File: config.mk
export PLATFORM = sky130hd
export DESIGN_NAME = mc_control_unit
export DESIGN_NICKNAME = d
export VERILOG_FILES = /design/src/rtl/mc_control_unit_pkg.sv /design/src/rtl/mc_control_unit_alu_control_unit.sv /design/src/rtl/mc_control_unit.sv
export SDC_FILE = /design/constraint.sdc
export NUM_CORES = 1
export LEC_CHECK = 0
export ABC_AREA = 0
export CORE_MARGIN = 2
export CORE_UTILIZATION = 45
export DETAILED_ROUTE_END_ITERATION = 12
export GPL_TIMING_DRIVEN = 0
export PLACE_DENSITY = 0.87
export SLEW_MARGIN = 20
export SYNTH_ARGS = -nofsm -noshare
export SYNTH_HDL_FRONTEND = slang
export SYNTH_SLANG_ARGS = --single-unit
export TNS_END_PERCENT = 10
File: constraint.sdc
create_clock -name clk -period 4.6 [get_ports clk]
set_input_delay 0.92 -clock clk [delete_from_list [all_inputs] [get_ports clk]]
set_output_delay 0.92 -clock clk [all_outputs]
set_load 0.1 [all_outputs]
File: src/rtl/mc_control_unit_pkg.sv
// Shared constants for the multicycle control unit: FSM states, opcodes,
// funct3 codes, ALU operation encodings and datapath mux selects.
package mc_control_unit_pkg;

  typedef enum logic [2:0] {
    S_IF   = 3'd0,
    S_ID   = 3'd1,
    S_EX   = 3'd2,
    S_MEM  = 3'd3,
    S_WB   = 3'd4,
    S_HALT = 3'd5
  } state_e;

  typedef enum logic [1:0] {
    CLS_ADD = 2'd0,
    CLS_R   = 2'd1,
    CLS_I   = 2'd2,
    CLS_BR  = 2'd3
  } alu_cls_e;

  localparam logic [6:0] OPC_R      = 7'b0110011;
  localparam logic [6:0] OPC_I      = 7'b0010011;
  localparam logic [6:0] OPC_LOAD   = 7'b0000011;
  localparam logic [6:0] OPC_STORE  = 7'b0100011;
  localparam logic [6:0] OPC_BRANCH = 7'b1100011;
  localparam logic [6:0] OPC_JAL    = 7'b1101111;
  localparam logic [6:0] OPC_JALR   = 7'b1100111;
  localparam logic [6:0] OPC_SYSTEM = 7'b1110011;

  localparam logic [2:0] F3_ADD = 3'b000;
  localparam logic [2:0] F3_SLL = 3'b001;
  localparam logic [2:0] F3_XOR = 3'b100;
  localparam logic [2:0] F3_SR  = 3'b101;
  localparam logic [2:0] F3_OR  = 3'b110;
  localparam logic [2:0] F3_AND = 3'b111;
  localparam logic [2:0] F3_BEQ = 3'b000;
  localparam logic [2:0] F3_BNE = 3'b001;
  localparam logic [2:0] F3_BLT = 3'b100;
  localparam logic [2:0] F3_BGE = 3'b101;

  localparam logic [3:0] ALU_ADD = 4'd0;
  localparam logic [3:0] ALU_SUB = 4'd1;
  localparam logic [3:0] ALU_SLL = 4'd2;
  localparam logic [3:0] ALU_XOR = 4'd3;
  localparam logic [3:0] ALU_SRL = 4'd4;
  localparam logic [3:0] ALU_SRA = 4'd5;
  localparam logic [3:0] ALU_OR  = 4'd6;
  localparam logic [3:0] ALU_AND = 4'd7;
  localparam logic [3:0] ALU_BEQ = 4'd8;
  localparam logic [3:0] ALU_BNE = 4'd9;
  localparam logic [3:0] ALU_BLT = 4'd10;
  localparam logic [3:0] ALU_BGE = 4'd11;

  localparam logic       SRC_A_PC  = 1'b0;
  localparam logic       SRC_A_RS1 = 1'b1;
  localparam logic [1:0] SRC_B_RS2 = 2'b00;
  localparam logic [1:0] SRC_B_IMM = 2'b01;
  localparam logic [1:0] WB_ALU    = 2'b00;
  localparam logic [1:0] WB_MDR    = 2'b01;
  localparam logic [1:0] WB_PC4    = 2'b10;
  localparam logic       PCS_PC4   = 1'b0;
  localparam logic       PCS_ALU   = 1'b1;
  localparam logic       IORD_PC   = 1'b0;
  localparam logic       IORD_ALU  = 1'b1;

endpackage

File: src/rtl/mc_control_unit_alu_control_unit.sv
// Funct-field to ALU opcode decode, selected by instruction class.
// o_br_ok flags a supported branch condition; others are treated as not taken.
module mc_control_unit_alu_control_unit
  import mc_control_unit_pkg::*;
(
  input  alu_cls_e   i_cls,
  input  logic [2:0] i_funct3,
  input  logic       i_funct7_5,
  output logic [3:0] o_alu_op,
  output logic       o_br_ok
);

  always_comb begin
    o_alu_op = ALU_ADD;
    o_br_ok  = 1'b0;
    case (i_cls)
      CLS_R, CLS_I: begin
        case (i_funct3)
          F3_ADD: o_alu_op = (i_cls == CLS_R && i_funct7_5) ? ALU_SUB : ALU_ADD;
          F3_SLL: o_alu_op = ALU_SLL;
          F3_XOR: o_alu_op = ALU_XOR;
          F3_SR:  o_alu_op = i_funct7_5 ? ALU_SRA : ALU_SRL;
          F3_OR:  o_alu_op = ALU_OR;
          F3_AND: o_alu_op = ALU_AND;
          default: o_alu_op = ALU_ADD;
        endcase
      end
      CLS_BR: begin
        o_br_ok = 1'b1;
        case (i_funct3)
          F3_BEQ: o_alu_op = ALU_BEQ;
          F3_BNE: o_alu_op = ALU_BNE;
          F3_BLT: o_alu_op = ALU_BLT;
          F3_BGE: o_alu_op = ALU_BGE;
          default: begin
            o_alu_op = ALU_ADD;
            o_br_ok  = 1'b0;
          end
        endcase
      end
      default: o_alu_op = ALU_ADD;
    endcase
  end

endmodule

File: src/rtl/mc_control_unit.sv
// Multicycle RV32 control FSM (IF/ID/EX/MEM/WB/HALT). Outputs are decoded
// combinationally from the state and current inputs, and forced low in reset.
module mc_control_unit
  import mc_control_unit_pkg::*;
(
  input  logic       clk,
  input  logic       reset,
  input  logic [6:0] opcode,
  input  logic [2:0] funct3,
  input  logic       funct7_5,
  input  logic       bcond,
  input  logic       mem_ready,
  output logic       mem_read,
  output logic       mem_write,
  output logic       iord,
  output logic       ir_write,
  output logic       alu_src_a,
  output logic [1:0] alu_src_b,
  output logic [3:0] alu_op,
  output logic       reg_write,
  output logic [1:0] wb_sel,
  output logic       pc_write,
  output logic       pc_source,
  output logic       halted
);

  state_e     r_state;
  state_e     w_next;
  alu_cls_e   w_cls;
  logic [3:0] w_alu_op;
  logic       w_br_ok;

  logic w_is_r, w_is_i, w_is_ld, w_is_st, w_is_br, w_is_jal, w_is_jalr, w_is_sys;
  logic w_to_ex;

  assign w_is_r    = (opcode == OPC_R);
  assign w_is_i    = (opcode == OPC_I);
  assign w_is_ld   = (opcode == OPC_LOAD);
  assign w_is_st   = (opcode == OPC_STORE);
  assign w_is_br   = (opcode == OPC_BRANCH);
  assign w_is_jal  = (opcode == OPC_JAL);
  assign w_is_jalr = (opcode == OPC_JALR);
  assign w_is_sys  = (opcode == OPC_SYSTEM);
  assign w_to_ex   = w_is_r | w_is_i | w_is_ld | w_is_st | w_is_br | w_is_jalr;

  // Class selection kept apart from the output decode to avoid a comb loop
  always_comb begin
    w_cls = CLS_ADD;
    if (r_state == S_EX) begin
      if (w_is_r)       w_cls = CLS_R;
      else if (w_is_i)  w_cls = CLS_I;
      else if (w_is_br) w_cls = CLS_BR;
    end
  end

  mc_control_unit_alu_control_unit u_alu_ctrl (
    .i_cls      (w_cls),
    .i_funct3   (funct3),
    .i_funct7_5 (funct7_5),
    .o_alu_op   (w_alu_op),
    .o_br_ok    (w_br_ok)
  );

  always_comb begin
    w_next    = r_state;
    mem_read  = 1'b0;
    mem_write = 1'b0;
    iord      = IORD_PC;
    ir_write  = 1'b0;
    alu_src_a = SRC_A_PC;
    alu_src_b = SRC_B_RS2;
    alu_op    = ALU_ADD;
    reg_write = 1'b0;
    wb_sel    = WB_ALU;
    pc_write  = 1'b0;
    pc_source = PCS_PC4;
    halted    = 1'b0;
    case (r_state)
      S_IF: begin
        mem_read = 1'b1;
        if (mem_ready) begin
          ir_write = 1'b1;
          w_next   = S_ID;
        end
      end
      S_ID: begin
        alu_src_b = SRC_B_IMM;
        alu_op    = w_alu_op;
        if (w_is_jal)      w_next = S_WB;
        else if (w_is_sys) w_next = S_HALT;
        else if (w_to_ex)  w_next = S_EX;
        else begin
          // Unknown opcode retires as a NOP
          pc_write = 1'b1;
          w_next   = S_IF;
        end
      end
      S_EX: begin
        alu_src_a = SRC_A_RS1;
        alu_src_b = (w_is_r || w_is_br) ? SRC_B_RS2 : SRC_B_IMM;
        alu_op    = w_alu_op;
        if (w_is_br) begin
          pc_write  = 1'b1;
          pc_source = (w_br_ok && bcond) ? PCS_ALU : PCS_PC4;
          w_next    = S_IF;
        end else if (w_is_ld || w_is_st) begin
          w_next = S_MEM;
        end else if (w_is_r || w_is_i || w_is_jalr) begin
          w_next = S_WB;
        end else begin
          w_next = S_IF;
        end
      end
      S_MEM: begin
        iord      = IORD_ALU;
        mem_read  = w_is_ld;
        mem_write = ~w_is_ld & w_is_st;
        if (mem_ready) begin
          if (w_is_ld) begin
            w_next = S_WB;
          end else begin
            pc_write = 1'b1;
            w_next   = S_IF;
          end
        end
      end
      S_WB: begin
        reg_write = 1'b1;
        pc_write  = 1'b1;
        if (w_is_jal || w_is_jalr) begin
          wb_sel    = WB_PC4;
          pc_source = PCS_ALU;
        end else if (w_is_ld) begin
          wb_sel = WB_MDR;
        end
        w_next = S_IF;
      end
      S_HALT: begin
        halted = 1'b1;
      end
      default: w_next = S_IF;
    endcase
    if (!reset) begin
      mem_read  = 1'b0;
      mem_write = 1'b0;
      iord      = IORD_PC;
      ir_write  = 1'b0;
      alu_src_a = SRC_A_PC;
      alu_src_b = SRC_B_RS2;
      alu_op    = ALU_ADD;
      reg_write = 1'b0;
      wb_sel    = WB_ALU;
      pc_write  = 1'b0;
      pc_source = PCS_PC4;
      halted    = 1'b0;
    end
  end

  always_ff @(posedge clk) begin
    if (!reset) r_state <= S_IF;
    else        r_state <= w_next;
  end

endmodule

[Word-level counts from Yosys, hierarchy flattened]
Index checks and enable logic that the tools add are counted.
Word-level totals
  bits in registers: 3
  input bits: 15
  output and inout bits: 17
  logic and storage cells: 103
Cells by class
  equal/unequal tests: 23
  multiplexer cells: 58
  bitwise operators: 8
  reductions and logical operators: 13
Operator list (count)
  $mux W1: 31
  $eq A7 B7 Y1 const B: 4
  $mux W3: 8
  $pmux W4 S6: 1
  $eq A3 B3 Y1 const B: 6
  $mux W2: 9
  $pmux W4 S4: 1
  $pmux W3 S5: 1
  $eq A7 B6 Y1 const B: 2
  $mux W4: 2
  $pmux W4 S2: 1
  $eq A7 B2 Y1 const B: 1
  $eq A7 B5 Y1 const B: 1
  $eq A3 B1 Y1 const B: 2
  $eq A3 B2 Y1 const B: 2
  $logic_not A3 Y1: 2
  $pmux W1 S2: 3
  $logic_or A1 B1 Y1: 5
  $or A1 B1 Y1: 5
  $eq A2 B2 Y1 const B: 2
  $ne A2 B2 Y1 const B: 2
  $pmux W1 S4: 1
  $reduce_or A2 Y1: 2
  $reduce_or A4 Y1: 1
  5 further kinds: 7

[Logic depth before layout (Yosys ltp)]
  depth in word-level cells: 12
  depth in mapped cells: 9
  mapped depth without buffers: 8

[Hierarchy]
From an unflattened synthesis, not the netlist that was laid out.
Second synthesis, totals
  cell total of the unflattened synthesis: 111
  area, all modules: 770.7 µm²
Modules (own cells, without submodules)
  mc_control_unit: times used 1, cells each 89, area each 621.8 µm², seq. area each 60.1 µm²
  mc_control_unit_alu_control_unit: times used 1, cells each 22, area each 148.9 µm², seq. area each 0.0 µm²

[Worst setup path before layout]
Ideal clock, no wire load.
  path type: input-to-output
  from: input port opcode[2]
  to: output port alu_op[2]
  data arrival time: 5375 ps
  required time: 3680 ps
  setup slack: -1695 ps
  cell stages on the path: 7
  buffers on the path: 1
  path through: buf_6 nand4bb_4 nor2_1 and2_1 ha_1 nand2b_1 a2111oi_1
Between the ends
  word-level cells in the longest chain between the ends: 10
  elaborated cells between the ends (all ways): 14
  classes of those cells: eq/ne (6); mux (7); reduce/logical (1)
RTL lines
  from (decl): RTL line mc_control_unit.sv:8  | input logic [6:0] opcode,
  $eq A7 B7 Y1: RTL line mc_control_unit.sv:40  | assign w_is_br = (opcode == OPC_BRANCH);
  $mux W2: RTL line mc_control_unit.sv:52  | else if (w_is_br) w_cls = CLS_BR;
  $mux W2: RTL line mc_control_unit.sv:51  | else if (w_is_i) w_cls = CLS_I;
  $mux W2 (*): RTL line mc_control_unit.sv:50  | if (w_is_r) w_cls = CLS_R;
  $mux W2 (*): RTL line mc_control_unit.sv:49  | if (r_state == S_EX) begin
  $eq A2 B2 Y1 or $eq A2 B1 Y1 (tied branches): RTL line mc_control_unit_alu_control_unit.sv:16  | case (i_cls)
  $reduce_or A2 Y1: RTL line mc_control_unit_alu_control_unit.sv:16
  $pmux W4 S2 (*): RTL line mc_control_unit_alu_control_unit.sv:16
  $mux W4 (*): RTL line mc_control_unit.sv:78  | case (r_state)
  $mux W4 (*): RTL line mc_control_unit.sv:143  | if (!reset) begin
  to (decl): RTL line mc_control_unit.sv:19  | output logic [3:0] alu_op,
Mark *: on every way between the ends. The rest lies on a longest branch, timed or not.

[Worst setup path after layout]
  from: input port opcode[3]
  to: output port wb_sel[0]
Between the ends
  word-level cells in the longest chain between the ends: 5
  elaborated cells between the ends (all ways): 8
  classes of those cells: eq/ne (3); mux (4); reduce/logical (1)
RTL lines
  $eq A7 B2 Y1, or another cell as far along: RTL line mc_control_unit.sv:38  | assign w_is_ld = (opcode == OPC_LOAD);
  $mux W1 or $logic_or A1 B1 Y1 (tied branches): RTL line mc_control_unit.sv:133, mc_control_unit.sv:130
  $mux W2 (*): RTL line mc_control_unit.sv:130  | if (w_is_jal || w_is_jalr) begin
  $mux W2 (*): RTL line mc_control_unit.sv:78
  $mux W2 (*): RTL line mc_control_unit.sv:143
  to (decl): RTL line mc_control_unit.sv:21  | output logic [1:0] wb_sel,
Marks and branches as above.

==> results.txt <==
The run finished with clean final reports. The number of clock sinks seen by CTS came out at 3. The critical path's slowest cell is clkdlybuf4s50_1. In the final layout, the registers with the most flip-flops are r_state x3. The routability-driven placement congestion ratio came out at between 0.8 and 0.9.

The die covers about 2000 um2. On the worst path, the slowest cell contributes a delay of 1140 ps. Synthesis handed over a netlist of between 100 and 150 instances. Ranked by total cell area, the synthesized netlist is headed by dfxtp_1 7.9%, nor2_1 6.9%, ha_1 4.9%. The min-delay analysis places its worst path in the category reg2reg. In the routed design, unresolved DRC markers number 0. The switching share of power came out at about two fifths. The max-cap violation count came out at 0.

TritonCTS built the clock tree. Setup repair after global routing left no endpoint under its margin. At the end of the flow, the number of nets in the layout was about 160. The total global-route track usage is 23.90%. Of all nets on the critical path, the largest fanout is 8. The final worst-path cycle share came out at between 90% and 100%. The per-cell via count in the routed design came out at roughly 6. The number of enable flip-flop cells after synthesis is 0. The clock latency on the worst-skew pair came out at between 200 and 250 ps. The final setup TNS is 0 ps. By startpoint and endpoint, the worst setup path is classified as in2out.

The pin count of the biggest net entering global routing came out at 11. The synthesis-to-layout area growth is 42.86%. The number of flip-flops under the largest register name came out at 3.

The routing usage on met1 is a little under a third. Combinational cells account for 46.4% of the total power. The highest attainable clock frequency came out at around 0.23 GHz. The number of buffers created by CTS came out at 3. The wire length of the first global-routing pass came out at about 3500 um. The worst slew margin relative to its limit came out at between 30% and 40%. The instance count after placement with tap cells included is between 150 and 200. The non-filler instance count after layout is 158. The signal on the critical path passes through clkdlybuf4s50_1, nand4bb_4, or4_1, nor2_1, clkdlybuf4s50_1. The portion of the post-synthesis area used by sequential elements is approximately 7.9%. STA classifies the critical path startpoint as an input port. The final routed wire length divided by cell count is ~15 um. The die is approximately 45 um tall. The fraction of post-synthesis cell area in the top cell type by area came out at between 7 and 8%.

After legalization and detailed placement, the total HPWL measured 1738 um. The share of power burned in registers is 19.1%. The leakage power came out at between 0.4 and 0.5 nW.

The transition time at the pin with the least slew margin is 977.9 ps. The count of cells resized by post-cts repair came out at 25. For this run, the number of Yosys warnings is 0.

The count of pins over their slew limit is 0. Cell internal power was estimated by the tool at around 84 uW. The critical path capture point type is a primary output. CTS built an H-tree with a depth of 1. The commonest cells after synthesis are 14 x nor2_1, 6 x a21oi_1, 5 x inv_1, 5 x nand2b_1. The register bit count reported by yosys came out at 3. Among all cell types in the netlist, the one instantiated most often is nor2_1. The number of fill cells came out at 136. After floorplanning, the core was divided into 14 placement rows. At the worst endpoint, the required time is between 3000 and 4000 ps. Power comes to 141.5 uW. The starting density of the core came out at 49.43%.

The setup slack of the worst register-to-register path came out at slightly above 3000 ps. Summed over all layers, the routed wires come to 2296 um. The distinct cell type count after synthesis is 49. The layer flagged by global routing as most heavily used is met2.

The net switching power of the design came out at 57.46 uW. The number of buffers on the longest clock path came out at 2. Across the whole layout, storage elements account for between 60 and 70 um2. The number of buffers and inverters on the critical path came out at 2. The most prevalent standard cell on the critical path is clkdlybuf4s50_1.

The tree is rooted in a clkbuf_4. The clock period could shrink to between 4000 and 5000 ps. The hold violation count in the final report is 0. The clock transition time at the flip-flop clock pins of the worst setup and hold paths came out at roughly 40 ps.

The number of global-route vias before repair is 831. The final design utilization is slightly above 70%. The via count of the routed design came out at approximately 960. The share of flip-flops with an asynchronous set or reset after synthesis is 0%.

The die is approximately 45 um wide. With fillers left out, the area of the finished cells amounts to 1089 um2. A synthesized cell averages between 6 and 7 um2. Counting every net in the synthesized netlist gives about 130.

The number of setup violations in the final report is 0. The antenna diode instance count came out at 0. The area of the multi-input gates came out at ~650 um2.

The post-CTS setup-driven buffer insertion count came out at 0. The cell family with the largest share of critical-path delay is buffers and inverters. The met2 track utilization from global routing came out at around 39%. The hold buffer count at cts came out at 0. After global routing the overflow that remains totals 0.

The region available for standard cell placement spans ~1500 um2. The clock arrives with 2.891 ps of skew. The detailed router finished its first iteration with 30 violations. Among all flip-flop cells after synthesis, the most frequent one is dfxtp_1. The register with the most flip-flops in the final layout is r_state. The maximum vdd drop came out at about 0.00015 V. The initial antenna violation count is 0. The fraction of power consumed by the clock network is between 30% and 40%.

dfxtp_1 takes more of the synthesized area than any other cell. The cell area that synthesis handed to floorplanning was 762.0 um2. The power per standard cell area came out at 130.0 nW/um2. The met3 track demand over resource in global routing is around 4%. The total iterations of the first detailed-routing run came out at 4. In this run the cell area measured after placement is around 1100 um2.

The number of buffers inserted by port buffering is 29. The post-route netlist has between 10 and 15% of its cells at a drive strength greater than 1. The number of antenna-violating nets in the routed design is 0. Pin placement for this block handled 32 I/O pins.

The data arrival time of the worst path came out at between 3000 and 4000 ps.
-- placed cells by master (no fill, tap or decap), types with 3 or more instances in the layout --
| cell type | netlist | final |
|---|---|---|
| nand2_1 | 3 | 3 |
| a21oi_1 | 6 | 6 |
| clkbuf_4 | 0 | 3 |
| and3_1 | 4 | 4 |
| ha_1 | 3 | 3 |
| nand3b_1 | 3 | 3 |
| clkbuf_1 | 4 | 3 |
| nor2_1 | 14 | 14 |
| nand3_1 | 3 | 3 |
| o21ai_0 | 3 | 3 |
| or3b_1 | 4 | 4 |
| nor2b_1 | 3 | 3 |
| inv_1 | 5 | 5 |
| nor3_1 | 4 | 4 |
| dfxtp_1 | 3 | 3 |
| clkdlybuf4s50_1 | 0 | 24 |
| buf_2 | 2 | 5 |
| nand2b_1 | 5 | 5 |
-- logic make-up (layout without fill, tap and decap cells) --
| logic type | count (synthesis) | after routing | share of synthesized area, % |
|---|---|---|---|
| other | 1 | 1 | 0.4921 |
| xor gates and xnor gates | 1 | 1 | 1.150 |
| and+or+nand+nor | 59 | 59 | 48.44 |
| DFF | 3 | 3 | 7.882 |
| adders and majority gates | 3 | 3 | 4.927 |
| muxes | 1 | 1 | 1.314 |
| AOI/OAI and AO/OA | 28 | 28 | 27.10 |
| buffers and inverters | 14 | 46 | 8.702 |
-- worst paths after layout --
| path | startpoint | endpoint | cells past startpoint |
|---|---|---|---|
| min | r_state[0] | r_state[0] | 3 |
| max reg2reg | r_state[1] | r_state[2] | 5 |
| min reg2reg | r_state[0] | r_state[0] | 3 |
| max | opcode[3] | wb_sel[0] | 5 |
-- through the flow --
step | setup WS (ps) | hold WS (ps)
final | 162.3 | 676.1
after global routing | 11.92 | 714.5
after detailed placement | -648.4 | 656.2
after floorplan | -660.5 | 601.8
after CTS | 48.77 | 668.1
after global placement | -586.4 | 648.3
-- per-layer routing --
layer,wire length (um),up-vias
met2,1073,45
met5,0,-
met3,165,5
met4,40,0
li1,-,469
met1,1017,437
-- tightest hold or removal path, delay by kind of cell (launching register included) --
kind	cells	cell delay [ps]
AOI/OAI and AO/OA	1	60
buffers and inverters	1	170
DFF	1	300
and+or+nand+nor	1	80
-- cell type report --
class | count | area share, %
Timing Repair Buffer | 29 | 25.06
Clock buffer | 4 | 2.414
Buffer | 7 | 3.793
Tap cell | 16 | 1.839
Inverter | 6 | 2.069
Sequential cell | 3 | 5.517
Multi-Input combinational cell | 93 | 59.31
-- power groups by stage --
stage | clock network (mW) | registers (mW) | logic [mW]
after floorplan | 0 | 0.0273 | 0.0402
after global placement | 0 | 0.0274 | 0.0638
after detailed placement | 0 | 0.0274 | 0.0647
after CTS | 0.0488 | 0.0270 | 0.0652
after global routing | 0.0511 | 0.0270 | 0.0695
final | 0.0489 | 0.0270 | 0.0656
Note: power is estimated with default switching activity, not from simulation.
